### src/rtl/cam_power_sequencer.sv
// Camera/MIPI power sequencer: PLL settle, ordered pin release, CPU shutdown/restart, level IRQ.
// Outputs registered from next state (1-cycle); CAM_SEQ_PLL_MONITOR_EN enables lock-loss abort.
module cam_power_sequencer #(
  parameter int T_SETTLE = 8,
  parameter int T_PWDN   = 4,
  parameter int T_RST    = 6,
  parameter int CNT_W    = 16
) (
  input  logic       clk_clk,
  input  logic       rst_reset_n,
  input  logic       pll_lock_states,
  input  logic       cpu_pwdn_req,
  input  logic       cpu_restart,
  input  logic       irq_ack,
  output logic       camera_pwdn_n,
  output logic       mipi_reset_n,
  output logic       seq_ready,
  output logic [2:0] seq_state,
  output logic       seq_irq_n,
  output logic       lock_lost
);

  localparam logic [2:0] S_RESET     = 3'd0;
  localparam logic [2:0] S_WAIT_LOCK = 3'd1;
  localparam logic [2:0] S_SETTLE    = 3'd2;
  localparam logic [2:0] S_PWR_UP    = 3'd3;
  localparam logic [2:0] S_RST_REL   = 3'd4;
  localparam logic [2:0] S_READY     = 3'd5;
  localparam logic [2:0] S_SHUTDOWN  = 3'd6;
  localparam logic [2:0] S_OFF       = 3'd7;

  localparam logic [CNT_W-1:0] LD_SETTLE = CNT_W'(T_SETTLE - 1);
  localparam logic [CNT_W-1:0] LD_PWDN   = CNT_W'(T_PWDN - 1);
  localparam logic [CNT_W-1:0] LD_RST    = CNT_W'(T_RST - 1);

  logic [1:0]       sync;
  logic             lock_s;
  logic [CNT_W-1:0] cnt;
  logic [CNT_W-1:0] cnt_nxt;
  logic [2:0]       st_nxt;
  logic             cnt_zero;
  logic             abort;
  logic             restart;

  assign lock_s   = sync[1];
  assign cnt_zero = (cnt == '0);
  assign restart  = cpu_restart && (seq_state != S_RESET);

`ifdef CAM_SEQ_PLL_MONITOR_EN
  // Lock-loss only matters once the pins have started moving.
  assign abort = !restart && !lock_s &&
                 ((seq_state == S_PWR_UP) || (seq_state == S_RST_REL) ||
                  (seq_state == S_READY)  || (seq_state == S_SHUTDOWN));
`else
  assign abort = 1'b0;
`endif

  always_ff @(posedge clk_clk or negedge rst_reset_n) begin
    if (!rst_reset_n) begin
      sync <= 2'b00;
    end else begin
      sync <= {sync[0], pll_lock_states};
    end
  end

  always_comb begin
    st_nxt  = seq_state;
    cnt_nxt = cnt_zero ? cnt : cnt - 1'b1;
    if (seq_state == S_RESET) begin
      st_nxt = S_WAIT_LOCK;
    end else if (restart || abort) begin
      st_nxt = S_WAIT_LOCK;
    end else begin
      case (seq_state)
        S_WAIT_LOCK: begin
          if (lock_s) begin
            st_nxt  = S_SETTLE;
            cnt_nxt = LD_SETTLE;
          end
        end
        S_SETTLE: begin
          if (!lock_s) begin
            st_nxt = S_WAIT_LOCK;
          end else if (cnt_zero) begin
            st_nxt  = S_PWR_UP;
            cnt_nxt = LD_PWDN;
          end
        end
        S_PWR_UP: begin
          if (cnt_zero) begin
            st_nxt  = S_RST_REL;
            cnt_nxt = LD_RST;
          end
        end
        S_RST_REL: begin
          if (cnt_zero) st_nxt = S_READY;
        end
        S_READY: begin
          if (cpu_pwdn_req) begin
            st_nxt  = S_SHUTDOWN;
            cnt_nxt = LD_PWDN;
          end
        end
        S_SHUTDOWN: begin
          if (cnt_zero) st_nxt = S_OFF;
        end
        S_OFF: begin
          if (!cpu_pwdn_req) st_nxt = S_WAIT_LOCK;
        end
        default: st_nxt = S_WAIT_LOCK;
      endcase
    end
  end

  always_ff @(posedge clk_clk or negedge rst_reset_n) begin
    if (!rst_reset_n) begin
      seq_state     <= S_RESET;
      cnt           <= '0;
      camera_pwdn_n <= 1'b0;
      mipi_reset_n  <= 1'b0;
      seq_ready     <= 1'b0;
      seq_irq_n     <= 1'b1;
    end else begin
      seq_state     <= st_nxt;
      cnt           <= cnt_nxt;
      camera_pwdn_n <= (st_nxt == S_PWR_UP) || (st_nxt == S_RST_REL) ||
                       (st_nxt == S_READY)  || (st_nxt == S_SHUTDOWN);
      mipi_reset_n  <= (st_nxt == S_RST_REL) || (st_nxt == S_READY);
      seq_ready     <= (st_nxt == S_READY);
      // An assert event beats a coincident acknowledge.
      if (((st_nxt == S_READY) && (seq_state != S_READY)) || abort) begin
        seq_irq_n <= 1'b0;
      end else if (irq_ack) begin
        seq_irq_n <= 1'b1;
      end
    end
  end

`ifdef CAM_SEQ_PLL_MONITOR_EN
  always_ff @(posedge clk_clk or negedge rst_reset_n) begin
    if (!rst_reset_n) begin
      lock_lost <= 1'b0;
    end else if (restart) begin
      lock_lost <= 1'b0;
    end else if (abort) begin
      lock_lost <= 1'b1;
    end
  end
`else
  assign lock_lost = 1'b0;
`endif

endmodule

### config.mk
export PLATFORM = sky130hd
export DESIGN_NAME = cam_power_sequencer
export DESIGN_NICKNAME = d
export VERILOG_FILES = /design/src/rtl/cam_power_sequencer.sv
export SDC_FILE = /design/constraint.sdc
export NUM_CORES = 1
export LEC_CHECK = 0
export ABC_AREA = 1
export BUFFER_PORTS_ARGS = -buffer_cell sky130_fd_sc_hd__clkbuf_2
export CORE_AREA = 2 2 75 77
export CTS_BUF_LIST = sky130_fd_sc_hd__clkbuf_2
export CTS_CLUSTER_DIAMETER = 30
export DETAILED_ROUTE_END_ITERATION = 6
export DIE_AREA = 0 0 77 79
export GPL_ROUTABILITY_DRIVEN = 0
export GPL_TIMING_DRIVEN = 0
export SLEW_MARGIN = 20
export SYNTH_ARGS = -nofsm -noshare
export SYNTH_HDL_FRONTEND = slang
export SYNTH_SLANG_ARGS = --single-unit
### constraint.sdc
create_clock -name clk_clk -period 2.72 [get_ports clk_clk]
set_input_delay 0.408 -clock clk_clk [delete_from_list [all_inputs] [get_ports clk_clk]]
set_output_delay 0.408 -clock clk_clk [all_outputs]
set_load 0.005 [all_outputs]
==> out/metrics.csv <==
metric,value,unit
grt_antenna_before_repair,0,
cts_tree,done,
critPathMaxFanout,10,
cts_max_level,1,
grt_pass1_wl,5.720,mm
vdd_drop_max,266.9,uV
min_period_over_period,0.6644,
synth_cells,205,
drv_slew,0,
path_class,flip-flop to flip-flop,
wl_per_cell,10.70,um
cap_viol_max_count,0,
setup_viol,0,
ys_ff_latch,25,
num_rows,27,
nFillCells,615,
ctsResizeCount,0,
diodes,0,
drt_iter0_drc,83,
cts_buffers,3,
final_common_cell,nand2_1,
initial_core_util,0.2893,
path_clk_slew,0.27,ns
drc_errors,0,
max_freq,0.5534,GHz
layout-drive-gt1-share,0.2072,
grt_setup_unrepaired,false,
final_cell_mix,"nand2_1 (41), nor2_1 (37), dfrtp_1 (24)",
relSlewSlack,0.5784,
vias,1346,
vias_per_cell,4.578,
die_x,77,um
clkSinkCount,25,
end_kind,flip-flop,
hpwl,2.467,mm
grt_busiest_layer,met2,
drtAntennaViolNets,0,
wl,3.145,mm
cp-start-kind,flip-flop,
die_h,79,um
mappedNetlistArea,1544,um^2
grt_use_total,0.1167,
synth_fp_nets,214,
cts_hold_buf,1,
status,finished clean,
core_area,5338,um^2
r2r_setup_slack,0.91,ns
post-cts-setup-buffer-count,0,
cp.required,3.01,ns
nets,232,
root_buffer,clkbuf_2,
overflow,0,
p_per_area,833.6,nW/um^2
ios,14,
r2r-start,cnt[0]$_DFF_PN0_,
area_growth,11.83,%
clk_path_buf_depth,2,
die_area,6083,um^2
worstHoldPathType,input port to flip-flop,
grtUsageMet1,0.1508,
cp.arrival,2.10,ns
tightestPinTransition,0.6324,ns
hold_viol,0,
hold_start,pll_lock_states,
seq_area_frac_synth,0.4060,
synth.avg_cell_area,7.532,um^2
grt.met2_usage,0.1991,
critPathLaunch,cnt[0]$_DFF_PN0_,
met3_usage,0.02727,
fin_skew,0.01268,ns
ys_warn_count,0,
dr.pass1.iters,4,
grt_pass1_vias,1293,
setup_tns,0,ns
min_period,1.807,ns
yosysUniqueCellTypes,29,
grt_max_degree,26,
p_leak,0.0008596,uW
port_buffers,12,
clk_latency,0.37,ns
postLayoutCoreUtil,0.3235,
-- area by class of cell --
| class | count | area (um^2) | share of cell area |
|---|---|---|---|
| repair buffers | 13 | 70.07 | 0.04058 |
| multi-input cells | 157 | 819.5 | 0.4746 |
| plain buffers | 3 | 22.52 | 0.01304 |
| clock inverters | 1 | 7.507 | 0.004348 |
| flip-flops and latches | 25 | 626.9 | 0.3630 |
| well taps | 72 | 90.09 | 0.05217 |
| clock buffers | 3 | 15.01 | 0.008696 |
| inverters | 20 | 75.07 | 0.04348 |
-- worst max-delay path, stage by stage (launching register included) --
cell and delay [ns]:
dfrtp_1 0.47, inv_1 0.11, ha_1 0.18, nand2_1 0.05, nor2_1 0.22, nand2_2 0.16, a21oi_2 0.25, buf_4 0.22
nor3_1 0.06
-- cells in the mapped netlist --
library cell | instances | share of area
buf_4 | 3 | 0.015
or2_2 | 4 | 0.016
nand2_2 | 6 | 0.024
xor2_1 | 5 | 0.028
conb_1 | 1 | 0.0024
nor3_2 | 1 | 0.0065
a31oi_1 | 1 | 0.0041
inv_1 | 17 | 0.041
nand3_1 | 16 | 0.052
nand2_1 | 41 | 0.10
a21oi_1 | 8 | 0.026
a21oi_2 | 2 | 0.011
nor2_2 | 4 | 0.016
nor2_1 | 37 | 0.090
o21ai_0 | 6 | 0.019
ha_1 | 3 | 0.024
nand3b_1 | 4 | 0.019
dfstp_2 | 1 | 0.017
nor4_1 | 1 | 0.0041
dfrtp_1 | 24 | 0.39
a21oi_4 | 1 | 0.011
inv_2 | 3 | 0.0073
xnor2_1 | 2 | 0.011
nor3_1 | 6 | 0.019
a31o_2 | 1 | 0.0057
nand4_1 | 2 | 0.0081
nand3_2 | 2 | 0.013
and2_1 | 1 | 0.0041
nor2_4 | 2 | 0.015
-- power by group --
part	switching, uW	leakage [uW]	internal [uW]
registers	93.4	0.000323	466
clock network	127	0.0000126	34.1
logic	440	0.000524	279
-- state kept, by name (all words and copies together), names as in the netlist --
name and flops:
camera_pwdn_n 1, seq_state 3, cnt 16, seq_ready 1
sync 2, seq_irq_n 1, mipi_reset_n 1
-- worst paths after layout --
| kind | endpoint | depth (start not counted) |
|---|---|---|
| setup / recovery | cnt[11]$_DFF_PN0_ | 8 |
| setup reg to reg | cnt[11]$_DFF_PN0_ | 8 |
| hold / removal | sync[0]$_DFF_PN0_ | 1 |
| max in group asynchronous | cnt[14]$_DFF_PN0_ | 2 |
| hold reg to reg | sync[1]$_DFF_PN0_ | 0 |
| min in group asynchronous | cnt[3]$_DFF_PN0_ | 2 |
-- cells by family after synthesis --
logic type / count (synthesis) / share of synthesized area
adders and majority gates: 3 / 0.02431
other: 1 / 0.002429
and+or+nand+nor: 127 / 0.3874
AOI/OAI and AO/OA: 19 / 0.07700
xor gates and xnor gates: 7 / 0.03971
buffers and inverters: 23 / 0.06321
DFF: 25 / 0.4060
-- per-layer routing --
layer / routed length [um] / share of wire
met3: 139 / 0.044
met5: 0 / 0
met4: 25 / 0.0079
met1: 1545 / 0.49
met2: 1436 / 0.46
-- through the flow --
| stage | cells | setup slack, ns | instance area, um^2 | power (uW) | hold WS, ns |
|---|---|---|---|---|---|
| 2_1_floorplan | 205 | 1.228 | 1544 | 1135 | 0.1124 |
| 3_3_place_gp | 289 | 0.9437 | 1694 | 1277 | 0.3363 |
| 3_5_place_dp | 289 | 0.9335 | 1694 | 1289 | 0.3426 |
| 4_1_cts | 294 | 0.8727 | 1727 | 1455 | 0.06923 |
| 5_1_grt | 294 | 0.6973 | 1727 | 1592 | 0.03386 |
| 6_report | 294 | 0.9129 | 1727 | 1439 | 0.09492 |
Note: power is estimated with default switching activity, not from simulation.
